[src/rtl/regincr_pkg.sv]
// regincr_pkg: shared datapath width and data type for the registered incrementer chain.
package regincr_pkg;
    localparam int REGINCR_NBITS = 8;
    typedef logic [REGINCR_NBITS-1:0] regincr_data_t;
endpackage

[src/rtl/regincr_out_fifo_if.sv]
// regincr_out_fifo_if: producer, consumer and status signals of the output FIFO.
interface regincr_out_fifo_if
    import regincr_pkg::*;
#(
    parameter int p_nbits = REGINCR_NBITS,
    parameter int p_depth = 4
);
    logic                       in_val;
    logic [p_nbits-1:0]         in_msg;
    logic                       out_val;
    logic                       out_rdy;
    logic [p_nbits-1:0]         out_msg;
    logic [$clog2(p_depth):0]   count;
    logic                       overflow;
    logic                       clear_ovf;

    modport master (
        output in_val, in_msg, out_rdy, clear_ovf,
        input  out_val, out_msg, count, overflow
    );

    modport slave (
        input  in_val, in_msg, out_rdy, clear_ovf,
        output out_val, out_msg, count, overflow
    );
endinterface

[src/rtl/regincr_fifo_rf.sv]
// regincr_fifo_rf: p_depth x p_nbits storage, one synchronous write port and
// one combinational read port; contents are intentionally not reset.
module regincr_fifo_rf
    import regincr_pkg::*;
#(
    parameter int p_nbits = REGINCR_NBITS,
    parameter int p_depth = 4
) (
    input  logic                       clk,
    input  logic                       wen,
    input  logic [$clog2(p_depth)-1:0] waddr,
    input  logic [p_nbits-1:0]         wdata,
    input  logic [$clog2(p_depth)-1:0] raddr,
    output logic [p_nbits-1:0]         rdata
);
    logic [p_nbits-1:0] mem_q [p_depth];

    always_ff @(posedge clk) begin
        if (wen) mem_q[waddr] <= wdata;
    end

    assign rdata = mem_q[raddr];
endmodule

[src/rtl/regincr_out_fifo.sv]
// regincr_out_fifo: circular FIFO decoupling the free-running incrementer from a
// val/rdy consumer; inputs arriving while full are dropped and flagged in a sticky overflow.
module regincr_out_fifo
    import regincr_pkg::*;
#(
    parameter int p_nbits = REGINCR_NBITS,
    parameter int p_depth = 4
) (
    input logic                clk,
    input logic                reset_n,
    regincr_out_fifo_if.slave  io
);
    localparam int AW = $clog2(p_depth);
    localparam int CW = AW + 1;

    logic [AW-1:0] wr_ptr_q, wr_ptr_d, rd_ptr_q, rd_ptr_d;
    logic [CW-1:0] count_q, count_d;
    logic          overflow_q, overflow_d;
    logic          full, enq, deq, drop;

    always_comb begin
        full       = count_q == CW'(p_depth);
        deq        = (count_q != '0) & io.out_rdy;
        // a dequeue on the same edge frees a slot, so a full FIFO can still accept
        enq        = io.in_val & (!full | deq);
        drop       = io.in_val & full & !deq;
        wr_ptr_d   = enq ? wr_ptr_q + AW'(1) : wr_ptr_q;
        rd_ptr_d   = deq ? rd_ptr_q + AW'(1) : rd_ptr_q;
        count_d    = count_q + CW'(enq) - CW'(deq);
        overflow_d = drop ? 1'b1 : io.clear_ovf ? 1'b0 : overflow_q;
    end

    always_ff @(posedge clk or negedge reset_n) begin
        if (!reset_n) begin
            wr_ptr_q   <= '0;
            rd_ptr_q   <= '0;
            count_q    <= '0;
            overflow_q <= 1'b0;
        end else begin
            wr_ptr_q   <= wr_ptr_d;
            rd_ptr_q   <= rd_ptr_d;
            count_q    <= count_d;
            overflow_q <= overflow_d;
        end
    end

    regincr_fifo_rf #(
        .p_nbits (p_nbits),
        .p_depth (p_depth)
    ) u_rf (
        .clk   (clk),
        .wen   (enq),
        .waddr (wr_ptr_q),
        .wdata (io.in_msg),
        .raddr (rd_ptr_q),
        .rdata (io.out_msg)
    );

    assign io.out_val  = count_q != '0;
    assign io.count    = count_q;
    assign io.overflow = overflow_q;
endmodule

[src/flat_wrapper.sv]
// flat-port wrapper written by rule: the top's interface ports become plain ports
module regincr_out_fifo_flat import regincr_pkg::*;
#(
    parameter int p_nbits = REGINCR_NBITS,
    parameter int p_depth = 4
)
  (clk, reset_n, io_in_val, io_in_msg, io_out_rdy, io_clear_ovf, io_out_val, io_out_msg, io_count, io_overflow);
  regincr_out_fifo_if #(.p_nbits(p_nbits), .p_depth(p_depth)) io_i ();
  input logic clk;
  input logic reset_n;
  input wire logic [$bits(io_i.in_val)-1:0] io_in_val;
  input wire logic [$bits(io_i.in_msg)-1:0] io_in_msg;
  input wire logic [$bits(io_i.out_rdy)-1:0] io_out_rdy;
  input wire logic [$bits(io_i.clear_ovf)-1:0] io_clear_ovf;
  output wire logic [$bits(io_i.out_val)-1:0] io_out_val;
  output wire logic [$bits(io_i.out_msg)-1:0] io_out_msg;
  output wire logic [$bits(io_i.count)-1:0] io_count;
  output wire logic [$bits(io_i.overflow)-1:0] io_overflow;
  assign io_i.in_val = io_in_val;
  assign io_i.in_msg = io_in_msg;
  assign io_i.out_rdy = io_out_rdy;
  assign io_i.clear_ovf = io_clear_ovf;
  assign io_out_val = io_i.out_val;
  assign io_out_msg = io_i.out_msg;
  assign io_count = io_i.count;
  assign io_overflow = io_i.overflow;
  regincr_out_fifo #(.p_nbits(p_nbits), .p_depth(p_depth)) u_core (.clk(clk), .reset_n(reset_n), .io(io_i));
endmodule
[config.mk]
export PLATFORM = sky130hd
export DESIGN_NAME = regincr_out_fifo_flat
export DESIGN_NICKNAME = d
export VERILOG_FILES = /design/src/rtl/regincr_pkg.sv /design/src/rtl/regincr_out_fifo_if.sv /design/src/rtl/regincr_fifo_rf.sv /design/src/rtl/regincr_out_fifo.sv /design/src/flat_wrapper.sv
export SDC_FILE = /design/constraint.sdc
export NUM_CORES = 1
export LEC_CHECK = 0
export BUFFER_PORTS_ARGS = -buffer_cell sky130_fd_sc_hd__buf_2
export CORE_ASPECT_RATIO = 0.7
export CORE_MARGIN = 2
export CORE_UTILIZATION = 50
export CTS_BUF_LIST = sky130_fd_sc_hd__clkbuf_4 sky130_fd_sc_hd__clkbuf_8
export DETAILED_ROUTE_END_ITERATION = 8
export GPL_ROUTABILITY_DRIVEN = 0
export PLACE_DENSITY_LB_ADDON = 0.2
export SYNTH_ARGS = -nofsm -noshare
export SYNTH_HDL_FRONTEND = slang
export SYNTH_SLANG_ARGS = --single-unit
[constraint.sdc]
create_clock -name clk -period 2.4 [get_ports clk]
set_input_delay 0.24 -clock clk [delete_from_list [all_inputs] [get_ports clk]]
set_output_delay 0.24 -clock clk [all_outputs]
set_load 0.01 [all_outputs]
Word level (Yosys, flattened, before mapping) --
Memory sizes are Yosys's and may differ from the RTL's. Cells that the tools add are included.
Operators by class: add/subtract/negate cells 4, equality and inequality tests 1, mux-type cells 4, bitwise operators 5, reduce and logical (&&, ||, !) cells 4
Operators by type and width (number):
- $add 2x1->2 const B | 2
- $and 1x1->1 | 4
- $mux 1 | 4
- $add 3x1->3 | 1
- $eq 3x3->1 const B | 1
- $reduce_bool 3->1 | 1
- $sub 3x1->3 | 1
- $logic_not 1->1 | 2
- $reduce_bool 2->1 | 1
- $or 1x1->1 | 1
Word-level totals: bits in registers 8, RAM bits 32, input bits 13, logic and storage cells 23, memories kept 1
Memory list:
- u_core.u_rf.mem_q | words 4, bits a word 8, read ports 1, clocked after Yosys merged registers in 0, write ports 1, line regincr_fifo_rf.sv:16 | logic [p_nbits-1:0] mem_q [p_depth];

Longest topological paths before layout --
word-level depth 6, gate-level depth with buffers 8, mapped depth without buffers 8

Hierarchy --
A second synthesis with hierarchy kept.
Unflattened totals: cells, all modules 77, area total of the unflattened synthesis 1580.3 um^2
Modules (own cells, without submodules):
- regincr_fifo_rf | instances 1, cells each 46, area each 1188.6 um^2, sequential area each 960.9 um^2
- regincr_out_fifo | instances 1, cells each 31, area each 391.6 um^2, sequential area each 200.2 um^2

Worst setup path before layout --
No wires, ideal clock.
path type reg-to-reg, start register u_core.count_q[1], in the netlist u_core.io.count[1], end register u_core.count_q[2], in the netlist u_core.io.count[2], library setup time 0.127 ns, arrival 1.936 ns, required time 2.273 ns, slack 0.337 ns, cell stages (with the launch flop) 9, clock period less this slack 2.063 ns, path through dfrtp_1 -> o31a_1 -> ha_1 -> inv_1 -> ha_1 -> inv_1 -> fa_1 -> xnor2_1 -> xnor2_1
On the way: longest elaborated chain between the ends 6, elaborated cells on any way between the ends 8, classes of those cells add/sub (2); eq/ne (1); bitwise (3); reduce/logical (2)
RTL lines:
- start, declared | line regincr_out_fifo.sv:17 | logic [CW-1:0] count_q, count_d;
- start signal, assigned | line regincr_out_fifo.sv:42 | count_q <= count_d;
- $eq 3x3->1 or $reduce_bool 3->1 (tied branches) | line regincr_out_fifo.sv:22, regincr_out_fifo.sv:23
- $logic_not 1->1 or $and 1x1->1 (tied branches) | line regincr_out_fifo.sv:25, regincr_out_fifo.sv:23
- $or 1x1->1 | line regincr_out_fifo.sv:25 | enq = io.in_val & (!full | deq);
- $and 1x1->1 | line regincr_out_fifo.sv:25
- $add 3x1->3 | line regincr_out_fifo.sv:29 | count_d = count_q + CW'(enq) - CW'(deq);
- $sub 3x1->3 (*) | line regincr_out_fifo.sv:29
- named net u_core.count_d[2] | line regincr_out_fifo.sv:17
The timed path passes the listed nets; every way through them passes the cells marked *. A chain may end at the register's enable or synchronous reset.

Worst setup path in the final report --
Ends and elaborated chain as after synthesis.

==> results.md <==
- Final Hold Slack: 142 ps
- Final worst path period share: 87.7%
- Pre-antenna DRT Iters: 4
- Post-CTS Setup Bufs: 0
- Setup WS pre-CTS: 270 ps
- Lkg Pwr: 0.736 nW
- Dpl hpwl: 1.75 mm
- Latest clock arrival within the worst-skew pair: 290 ps
- Worst Setup End Kind: flop
- P_sw: 0.705 mW
- Residual DRC: 0
- Worst VDD drop: 0.000590 V
- Placed cells: 142
- TNS Setup: 0 ps
- Row count: 17
- Antenna violations before repair: 0
- PnR worst setup slack: roughly 300 ps
- Syn_nets: 102
- Worst Skew: ~8 ps
- WL per Instance: 16.6 um
- Critical path cell sequence: o31a_1 > ha_1 > inv_1 > ha_1 > inv_1 > fa_1 > xnor2_1 > xnor2_1
- Ports: 26
- Chip width: 72.1 um
- Finished Layout Cells: approximately 150
- Vias: 776
- Library cells used by synthesis: 19
- CP peak stage delay: 480 ps
- Area growth from synthesis to final layout: 16.9%
- Internal: between 1.5 and 2 mW
- GRT Util Overall: between 15 and 20%
- Post-cts resize count: 0
- CP Data Arrival Time: 2280 ps
- Crit Path Class: flop to flop
- Post-synth EDFFs: 32
- Inserted Clock Buffers: 5
- Util after Layout: between 60% and 70%
- Largest net degree at the start of global routing: 13
- Post-synth ARST share: between 20% and 30%
- # setup viols final: 0
- CTS Root Cell: clkbuf_8
- Layout fillers: 235
- Routed WL: 2.51 mm
- Relative slew slack: approximately 60%
- Gr ovfl total: 0
- Worst path required time: 2570 ps
- Yosys warnings: 0
- Ys flop type: edfxtp_1
- Slew @ Worst Pin: 585 ps
- Fmax: 475 MHz
- Sw Ratio: 30.2%
- Combinational fraction of design power: 29.5%
- Mapped Avg Cell Area: 19.8 um2
- Outcome: complete, no violations
- Crit-path slowest cell: dfrtp_1
- RSZ-0062 raised after global routing: false
- Core Area: around 0.0031 mm2
- Number of synthesized register bits: 40
- DR iter-0 viols: 71
- Post-Synthesis Cells: 82
- Max clock buf depth: 2
- Share of layout cells above drive strength 1: 38.1%
- Min Tclk post-route: 2100 ps
- Sequential share of the synthesized area: 71.5%
- First-pass GRT wire length: 3.82 mm
- CTS tree: built
- Multi-input combinational cell area: 417 um2
- Critical path peak fanout: 6
- # Max-Cap Violations: 0
- Routed vias/inst: roughly 5.1
- Ant. Diodes: 0
- Post-route ant nets: 0
- # H-tree levels: 2
- Slew Limit Fails: 0
- Worst-path clk slew: 70 ps
- Initial core utilization: 51.9%
- Pwr/cell area: between 1000 and 1500 mW/mm2
- Crit start category: flop
- Post-Syn Area: 0.00162 mm2
- DIE HEIGHT: 51.7 um
- Tightest Hold Check Type: input port to flop
- Final net count: 132
- IO buf count: 25
- Vias in the first global route: about 760
- Total die area: 0.00373 mm2
- Seq. cell area: approximately 0.0012 mm2
- Clock Sinks: 40
- Clock share of power: between 20% and 30%
- Seq pwr share: 47.2%
- Final hold violation count: 0
[flip-flops by register name, indices dropped and copies added, names as in the netlist]
name,count
u_core.rd_ptr_q,2
u_core.u_rf.mem_q,32
u_core.io.overflow,1
u_core.wr_ptr_q,2
u_core.io.count,3
[cell type report]
class	count	area share (%)
inverters	7	1.38
clock inverters	2	1.85
well taps	38	2.50
multi-input cells	32	22.0
clock buffers	6	4.02
flip-flops and latches	40	61.2
repair buffers	26	7.12
[cells in the mapped netlist (2+ instances only)]
cell type | count | area (um2)
inv_1 | 7 | 26.3
edfxtp_1 | 32 | 961
nand2_1 | 2 | 7.51
xnor2_1 | 4 | 35.0
and2_1 | 4 | 25.0
dfrtp_1 | 8 | 200
mux4_2 | 8 | 180
ha_1 | 6 | 75.1
[cells by family (layout without fill, tap and decap cells)]
family                     Yosys count  after routing  synth area share [%]
AOI/OAI and AO/OA                    2              2                 0.847
xor gates and xnor gates             5              5                  2.70
adders and majority gates            7              7                  5.86
DFF                                 40             40                  71.5
and+or+nand+nor                      9              9                  4.24
buffers and inverters               10             41                  2.85
muxes                                9              9                  12.0
[critical path, delay by kind of cell, from the launching register on]
family,cells,cell delay (ps)
xor gates and xnor gates,2,280
AOI/OAI and AO/OA,1,360
DFF,1,480
adders and majority gates,3,770
buffers and inverters,2,100
[cell usage in the layout (no fill, tap or decap), drive strengths merged]
master / instances
bufinv: 1
ha: 6
clkinv: 1
nor4b: 1
xnor2: 4
mux4: 8
dfrtp: 8
o21ai: 1
clkbuf: 6
o31a: 1
and2: 4
or3: 1
dlygate4sd3: 1
buf: 25
nor2b: 1
fa: 1
xor2: 1
inv: 7
edfxtp: 32
mux2: 1
nand2: 2
[through the flow]
| stage | instance area (um2) | power [mW] |
|---|---|---|
| 5_1_grt | 1900 | 2.47 |
| 2_1_floorplan | 1620 | 1.58 |
| 6_report | 1900 | 2.33 |
| 3_5_place_dp | 1780 | 1.82 |
| 4_1_cts | 1900 | 2.36 |
| 3_3_place_gp | 1780 | 1.79 |
[final timing paths]
| path | cells past startpoint | slack [ps] | end | startpoint |
|---|---|---|---|---|
| setup reg to reg | 8 | 300 | u_core.io.count[2]$_DFF_PN0_ | u_core.io.count[1]$_DFF_PN0_ |
| min in group asynchronous | 2 | 330 | u_core.rd_ptr_q[1]$_DFFE_PN0N_ | reset_n |
| setup / recovery | 8 | 300 | u_core.io.count[2]$_DFF_PN0_ | u_core.io.count[1]$_DFF_PN0_ |
| hold / removal | 2 | 140 | u_core.io.overflow$_DFFE_PN0P_ | io_clear_ovf |
| hold reg to reg | 2 | 520 | u_core.io.overflow$_DFFE_PN0P_ | u_core.io.overflow$_DFFE_PN0P_ |
| max in group asynchronous | 2 | 1880 | u_core.io.count[0]$_DFF_PN0_ | reset_n |
[repair_timing]
action / in CTS / in global routing
endpoints found under the setup margin: 0 / 0
hold endpoints to repair: 8 / 0
hold buffers: 1 / 0
[layer usage]
layer | track usage (%) | routed length, um | part of all wire (%) | up-vias
met4 | 8.49 | 38 | 1.5 | 0
met1 | 20.3 | 1150 | 46 | 390
met5 | 0 | 0 | 0 | -
li1 | - | - | - | 365
met3 | 6.01 | 114 | 4.5 | 5
met2 | 22.0 | 1210 | 48 | 16
[power by group through the flow]
stage	Combinational, mW	Sequential, mW	Clock, mW
floorplan	0.542	1.04	0
global placement	0.678	1.11	0
detailed placement	0.698	1.12	0
CTS	0.704	1.11	0.548
global route	0.758	1.13	0.582
finish	0.688	1.10	0.543
(Power assumes the default switching activity.)
